$ cat src/rtl/carregador_instrucao_if.sv
// Byte-stream handshake plus instruction-memory write port of the program loader.
// The slave modport is the loader's view; the master modport is the host/memory side.
interface carregador_instrucao_if;
   logic [7:0]  byte_in;
   logic        byte_valido;
   logic        byte_pronto;
   logic        mem_we;
   logic [8:0]  mem_endereco;
   logic [31:0] mem_dado;

   modport master (
      output byte_in,
      output byte_valido,
      input  byte_pronto,
      input  mem_we,
      input  mem_endereco,
      input  mem_dado
   );

   modport slave (
      input  byte_in,
      input  byte_valido,
      output byte_pronto,
      output mem_we,
      output mem_endereco,
      output mem_dado
   );
endinterface

$ cat src/rtl/carregador_instrucao.sv
// Program loader: packs an MSB-first byte stream into 32-bit words, writes them to
// consecutive instruction-memory addresses and verifies a trailing XOR checksum.
module carregador_instrucao (
   input  logic                         ck,
   input  logic                         reset_n,
   input  logic                         inicio,
   input  logic [8:0]                   qtd,
   output logic                         ocupado,
   output logic                         concluido,
   output logic                         erro,
   carregador_instrucao_if.slave        barramento
);

   typedef enum logic [2:0] {OCIOSO, RECEBE, ESCREVE, CHECK, FIM} estado_t;

   estado_t     estado_reg, estado_next;
   logic [8:0]  qtd_reg, qtd_next;
   logic [8:0]  endereco_reg, endereco_next;
   logic [1:0]  cont_byte_reg, cont_byte_next;
   logic [7:0]  acc_reg, acc_next;
   logic [31:0] palavra_reg, palavra_next;
   logic [8:0]  mem_endereco_reg, mem_endereco_next;
   logic [31:0] mem_dado_reg, mem_dado_next;
   logic        erro_reg, erro_next;

   logic        byte_pronto;
   logic        transfere;
   logic [8:0]  endereco_inc;
   logic [31:0] palavra_desloc;

   always_ff @(posedge ck or negedge reset_n) begin
      if (!reset_n) begin
         estado_reg       <= OCIOSO;
         qtd_reg          <= '0;
         endereco_reg     <= '0;
         cont_byte_reg    <= '0;
         acc_reg          <= '0;
         palavra_reg      <= '0;
         mem_endereco_reg <= '0;
         mem_dado_reg     <= '0;
         erro_reg         <= 1'b0;
      end else begin
         estado_reg       <= estado_next;
         qtd_reg          <= qtd_next;
         endereco_reg     <= endereco_next;
         cont_byte_reg    <= cont_byte_next;
         acc_reg          <= acc_next;
         palavra_reg      <= palavra_next;
         mem_endereco_reg <= mem_endereco_next;
         mem_dado_reg     <= mem_dado_next;
         erro_reg         <= erro_next;
      end
   end

   assign byte_pronto    = (estado_reg == RECEBE) || (estado_reg == CHECK);
   assign transfere      = barramento.byte_valido && byte_pronto;
   assign endereco_inc   = endereco_reg + 9'd1;
   assign palavra_desloc = {palavra_reg[23:0], barramento.byte_in};

   always_comb begin
      estado_next       = estado_reg;
      qtd_next          = qtd_reg;
      endereco_next     = endereco_reg;
      cont_byte_next    = cont_byte_reg;
      acc_next          = acc_reg;
      palavra_next      = palavra_reg;
      mem_endereco_next = mem_endereco_reg;
      mem_dado_next     = mem_dado_reg;
      erro_next         = erro_reg;

      case (estado_reg)
         OCIOSO: begin
            if (inicio) begin
               qtd_next       = qtd;
               endereco_next  = '0;
               cont_byte_next = '0;
               acc_next       = '0;
               palavra_next   = '0;
               erro_next      = 1'b0;
               estado_next    = (qtd == 9'd0) ? CHECK : RECEBE;
            end
         end
         RECEBE: begin
            if (transfere) begin
               palavra_next   = palavra_desloc;
               acc_next       = acc_reg ^ barramento.byte_in;
               cont_byte_next = cont_byte_reg + 2'd1;
               // Output registers are loaded only here so they hold between writes.
               if (cont_byte_reg == 2'd3) begin
                  mem_dado_next     = palavra_desloc;
                  mem_endereco_next = endereco_reg;
                  estado_next       = ESCREVE;
               end
            end
         end
         ESCREVE: begin
            endereco_next = endereco_inc;
            estado_next   = (endereco_inc == qtd_reg) ? CHECK : RECEBE;
         end
         CHECK: begin
            if (transfere) begin
               erro_next   = (barramento.byte_in != acc_reg);
               estado_next = FIM;
            end
         end
         FIM: begin
            estado_next = OCIOSO;
         end
         default: begin
            estado_next = OCIOSO;
         end
      endcase
   end

   assign barramento.byte_pronto  = byte_pronto;
   assign barramento.mem_we       = (estado_reg == ESCREVE);
   assign barramento.mem_endereco = mem_endereco_reg;
   assign barramento.mem_dado     = mem_dado_reg;
   assign ocupado                 = (estado_reg != OCIOSO);
   assign concluido               = (estado_reg == FIM);
   assign erro                    = erro_reg;

endmodule

$ cat src/flat_wrapper.sv
// flat-port wrapper written by rule: the top's interface ports become plain ports
module carregador_instrucao_flat 
  (ck, reset_n, inicio, qtd, ocupado, concluido, erro, barramento_byte_in, barramento_byte_valido, barramento_byte_pronto, barramento_mem_we, barramento_mem_endereco, barramento_mem_dado);
  carregador_instrucao_if barramento_i ();
  input  logic ck;
  input  logic reset_n;
  input  logic inicio;
  input  logic [8:0] qtd;
  output logic ocupado;
  output logic concluido;
  output logic erro;
  input wire logic [$bits(barramento_i.byte_in)-1:0] barramento_byte_in;
  input wire logic [$bits(barramento_i.byte_valido)-1:0] barramento_byte_valido;
  output wire logic [$bits(barramento_i.byte_pronto)-1:0] barramento_byte_pronto;
  output wire logic [$bits(barramento_i.mem_we)-1:0] barramento_mem_we;
  output wire logic [$bits(barramento_i.mem_endereco)-1:0] barramento_mem_endereco;
  output wire logic [$bits(barramento_i.mem_dado)-1:0] barramento_mem_dado;
  assign barramento_i.byte_in = barramento_byte_in;
  assign barramento_i.byte_valido = barramento_byte_valido;
  assign barramento_byte_pronto = barramento_i.byte_pronto;
  assign barramento_mem_we = barramento_i.mem_we;
  assign barramento_mem_endereco = barramento_i.mem_endereco;
  assign barramento_mem_dado = barramento_i.mem_dado;
  carregador_instrucao u_core (.ck(ck), .reset_n(reset_n), .inicio(inicio), .qtd(qtd), .ocupado(ocupado), .concluido(concluido), .erro(erro), .barramento(barramento_i));
endmodule
$ cat config.mk
export PLATFORM = sky130hd
export DESIGN_NAME = carregador_instrucao_flat
export DESIGN_NICKNAME = d
export VERILOG_FILES = /design/src/rtl/carregador_instrucao_if.sv /design/src/rtl/carregador_instrucao.sv /design/src/flat_wrapper.sv
export SDC_FILE = /design/constraint.sdc
export NUM_CORES = 1
export LEC_CHECK = 0
export ABC_AREA = 1
export CORE_MARGIN = 1
export CORE_UTILIZATION = 51
export DETAILED_ROUTE_END_ITERATION = 8
export PLACE_DENSITY = 0.84
export SLEW_MARGIN = 20
export SYNTH_ARGS = -nofsm -noshare
export SYNTH_HDL_FRONTEND = slang
export SYNTH_SLANG_ARGS = --single-unit
$ cat constraint.sdc
create_clock -name ck -period 2.1 [get_ports ck]
set_input_delay 0.42 -clock ck [delete_from_list [all_inputs] [get_ports ck]]
set_output_delay 0.42 -clock ck [all_outputs]
set_load 0.02 [all_outputs]
Word level (Yosys, flattened, before mapping)
Cells that the tools add are included.
Widths: inputs -> output; s select.
{ "word_totals": {"elab_cells": 58, "inputBits": 21, "output_inout_bits": 46, "reg_bits": 97} }
{ "classes": {"n_eq_ne": 11, "muxes": 21, "bitwise": 1, "addsub": 2, "reduce_logical": 14} }
{ "ops": {"columns": ["op", "count"], "rows": [
  ["$mux 24", 2],
  ["$pmux 24 s2", 1],
  ["$pmux 9 s2", 1],
  ["$mux 8", 2],
  ["$pmux 8 s2", 1],
  ["$mux 3", 4],
  ["$pmux 3 s4", 1],
  ["$add 9x1->9 const B", 1],
  ["$eq 9x9->1", 1],
  ["$logic_not 9->1", 1],
  ["$mux 9", 1],
  ["$reduce_and 3->1", 3],
  ["$mux 2", 4],
  ["$ne 8x8->1", 1],
  ["$xor 8x8->8", 1],
  ["$eq 3x2->1 const B", 2],
  ["$reduce_bool 2->1", 3],
  ["$ne 2x1->1 const B", 2],
  ["$ne 2x2->1 const B", 2],
  ["$pmux 2 s2", 1],
  ["$reduce_and 2->1", 2],
  ["$reduce_and 4->1", 1],
  ["$eq 3x1->1 const B", 1],
  ["$eq 3x3->1 const B", 1],
  ["8 further kinds", 9]
]} }

Longest topological paths before layout
{ "logic_depth": {"depth_word": 5, "ltp_mapped": 14, "mapped_depth_nobuf": 14} }

Least setup slack after synthesis
Ideal clock, no wire load.
{ "synth_timing": {"kind": "flip-flop to flip-flop", "from": "reg u_core.endereco_reg[0]", "to": "reg u_core.estado_reg[1]", "required_ns": 2.035, "path_stages_with_launch": 15, "arrival_ns": 1.407, "slack_ns": 0.628, "setup_time_ns": 0.065, "path_cell_list": "dfrtp_1 -> ha_1 -> nand2_1 -> inv_1 -> nand2_1 -> nand2_1 -> nand2_1 -> nand2_1 -> nor2_1 -> nand2_1 -> nor2_1 -> nand2_1 -> nand2_1 -> nand2_1 -> nand2_1"} }
{ "synth_between": {"elab_chain_cells": 4} }
{ "synth_lines": {"columns": ["item", "line_no", "rtl"], "rows": [
  ["start, declared", "carregador_instrucao.sv:18", "logic [8:0] endereco_reg, endereco_next;"],
  ["start signal, assigned", "carregador_instrucao.sv:45", "endereco_reg <= endereco_next;"],
  ["$add 9x1->9", "carregador_instrucao.sv:57", "assign endereco_inc = endereco_reg + 9'd1;"],
  ["$eq 9x9->1", "carregador_instrucao.sv:98", "estado_next = (endereco_inc == qtd_reg) ? CHECK : RECEBE;"],
  ["$mux 2", "carregador_instrucao.sv:98", null],
  ["$pmux 3 s4", "carregador_instrucao.sv:71", "case (estado_reg)"],
  ["end signal, assigned", "carregador_instrucao.sv:43", "estado_reg <= estado_next;"],
  ["end, declared", "carregador_instrucao.sv:16", "estado_t estado_reg, estado_next;"]
]} }
Every way passes these cells.
A chain may end at the register's enable or synchronous reset.

Final worst setup path
{ "layout_timing": {"from": "reg u_core.estado_reg[2]", "to": "out barramento_byte_pronto"} }
{ "layout_between": {"elab_chain_cells": 2, "word_cells_on_any_way": 3} }
{ "layout_lines": {"columns": ["item", "line_no", "rtl"], "rows": [
  ["$eq 3x1->1 / $eq 3x2->1 (equally long branches)", "carregador_instrucao.sv:55", "assign byte_pronto = (estado_reg == RECEBE) || (estado_reg == CHECK);"],
  ["$logic_or 1x1->1 *", "carregador_instrucao.sv:55", null],
  ["end, declared", "flat_wrapper.sv:14", "output wire logic [$bits(barramento_i.byte_pronto)-1:0] barramento_byte_pronto;"]
]} }
Mark *: on every way between the ends. The rest lies on a longest branch, timed or not.

==> metrics <==
Yosys reg bits 97; power per cell area 1490 mW/mm2; LEAKAGE 2.36 nW; CP required 1.68 ns; vias per cell 5.24; Die Span Y 92.4 um; GR Overflow Total 0; TritonCTS Buffers 9; register area share after synthesis 58.2%; NumNets Final 540; Reg2Reg Launch Point u_core.endereco_reg[0]$_DFFE_PN0P_; Slew HR 66.2%; max_cap viols 0; Final Wtd Congestion 0.853; std cell rows 32; Core ar. 0.00781 mm2; number of global-route vias before repair 3239; Yosys cell types 33; most common cell after layout, fill and taps aside dfrtp_1; Detail Placement HPWL 6.54 mm; total power 7.66 mW; cell count after synthesis 446; Avg Cell Area, Syn 9.35 um2; hold slack 0.499 ns; crit end category output port; Sink Count 97; syn nets 469; Die Wd 92.4 um; Clk Latency, worst-skew pair 0.36 ns; number of warning messages in the yosys log 0; Final Hold Viols 0; CP Cell Sequence nor2_4 > clkdlybuf4s50_1; HP Class flop to flop; WL final 9.05 mm; Clock Path Buffers 2; global-route usage over all layers 23.4%; CTS tree built; die area 0.00854 mm2; Detail Route Antenna Nets 0; ratio of cells with drive above 1 in the final layout 8.81%; Worst-path clk slew 0.09 ns; Startpoint Class flop; Slew Limit Fails 0; post-route minimum period 1.99 ns; crit-path max FO 4; hold path start u_core.palavra_reg[23]$_DFFE_PN0P_; DR WL/cell 14.5 um; CP max stage delay 0.62 ns; antenna cell count 0; crit path DAT 1.57 ns; status finished clean; Peak Freq 502 MHz; starting density of the core 53.4%; CP max stage cell clkdlybuf4s50_1; via count 3269; initial drt markers 195; Fin Setup TNS 0 ns; Remaining DRCs 0; max reg flops 32; H-tree depth 3; critical path type flop to output port; Synth-to-Final Area Change 23.1%; crit path from u_core.estado_reg[2]$_DFFE_PN0P_; fillers 630; PortBufs 66; DRT Pass-1 Iters 4; Top Ports 67; first-pass GRT wire length 15.4 mm; Slew @ Worst Pin 0.500 ns; peak supply drop 0.626 mV; commonest cells after routing, fill and taps aside dfrtp_1 (97), nand2_1 (73), clkdlybuf4s50_1 (62); Mapped Area 0.00417 mm2; largest net degree at the start of global routing 46; unrepaired setup endpoints after global routing no; clock root buffer clkbuf_8; initial antenna violation count 0; Post-CTS Setup Bufs 0; Clock Skews 0.0126 ns; fin crit share 94.8%; Setup Viol. Count Final 0
report_power, final:
group          switching [mW]  total [mW]  internal (mW)
clock network           0.660        1.10          0.443
logic                    1.99        3.46           1.48
registers               0.438        3.09           2.66
total                    3.09        7.66           4.57
layer usage:
metal | wire [um] | part of all wire, % | vias up | track usage (%)
met1 | 3990 | 44 | 1554 | 31.4
met4 | 242 | 2.7 | 0 | 11.1
met3 | 416 | 4.6 | 25 | 3.86
li1 | - | - | 1588 | -
met5 | 0 | 0 | - | 0
met2 | 4400 | 49 | 102 | 37.4
cell families (layout without fill, tap and decap cells):
logic type | Yosys count | after routing | synth area share, %
flip-flops | 97 | 97 | 58.2
AND/OR/NAND/NOR | 160 | 160 | 17.0
adder cells (fa/ha/maj) | 2 | 2 | 0.600
XOR/XNOR | 10 | 10 | 2.10
AO/OA/AOI/OAI | 97 | 97 | 13.4
buffers and inverters | 79 | 155 | 8.43
multiplexers | 1 | 1 | 0.270
timing repair:
item / CTS / global route
hold buffers: 1 / 0
gates resized for setup: 3 / 0
endpoints found under the setup margin: 3 / 0
hold endpoints to repair: 27 / 0
Yosys cell counts:
master	n	area [um2]
a21oi_1	43	215
a22o_1	1	8.76
a31oi_1	1	6.26
a41oi_1	1	8.76
buf_2	9	45.0
buf_6	5	56.3
clkinv_2	1	5.00
dfrtp_1	97	2430
ha_1	2	25.0
inv_1	57	214
inv_2	5	18.8
inv_4	2	12.5
mux2_2	1	11.3
nand2_1	73	274
nand2_2	1	6.26
nand3_1	17	85.1
nand3b_1	1	7.51
nand4_1	1	6.26
nor2_1	53	199
nor2_2	3	18.8
nor2_4	5	56.3
nor2_8	1	20.0
nor3_1	2	10.0
nor4_1	1	6.26
nor4b_1	2	17.5
o21a_1	1	7.51
o21ai_0	12	60.1
o21ai_2	4	35.0
o21bai_1	1	7.51
o22ai_1	29	181
o31ai_1	4	30.0
xnor2_1	5	43.8
xor2_1	5	43.8
cell type report:
type	instances	area (um2)	share of cell area, %
clock buffers	10	128	2.49
inverters	65	250	4.87
flip-flops and latches	97	2430	47.3
repair buffers	74	754	14.7
well taps	102	128	2.49
multi-input cells	270	1400	27.2
clock inverters	6	50.0	0.975
stage by stage:
step                      utilization [%]  worst slack [ns]  instances  area [um2]
final                                65.8             0.109        624        5130
after global routing                 65.8            0.0769        624        5130
after CTS                            65.8            0.0914        624        5130
after detailed placement             63.4             0.234        607        4950
after global placement               63.4             0.292        607        4950
after floorplan                         -             0.628        446        4170
path summary, 6_finish.rpt:
path / to / slack (ns) / cells after the start
max: barramento_byte_pronto / 0.11 / 2
min: u_core.palavra_reg[23]$_DFFE_PN0P_ / 0.50 / 2
max reg2reg: u_core.estado_reg[1]$_DFFE_PN0P_ / 0.28 / 13
min reg2reg: u_core.palavra_reg[23]$_DFFE_PN0P_ / 0.50 / 2
max in group asynchronous: u_core.qtd_reg[1]$_DFFE_PN0P_ / 0.91 / 3
min in group asynchronous: u_core.acc_reg[6]$_DFFE_PN0P_ / 0.52 / 2
worst max-delay path: cells and delay by family, from the launching register on:
kind,cells,cell delay (ns)
buf+inv,1,0.62
flops,1,0.43
simple gates,1,0.16
Power figures use the tool's default switching activity.
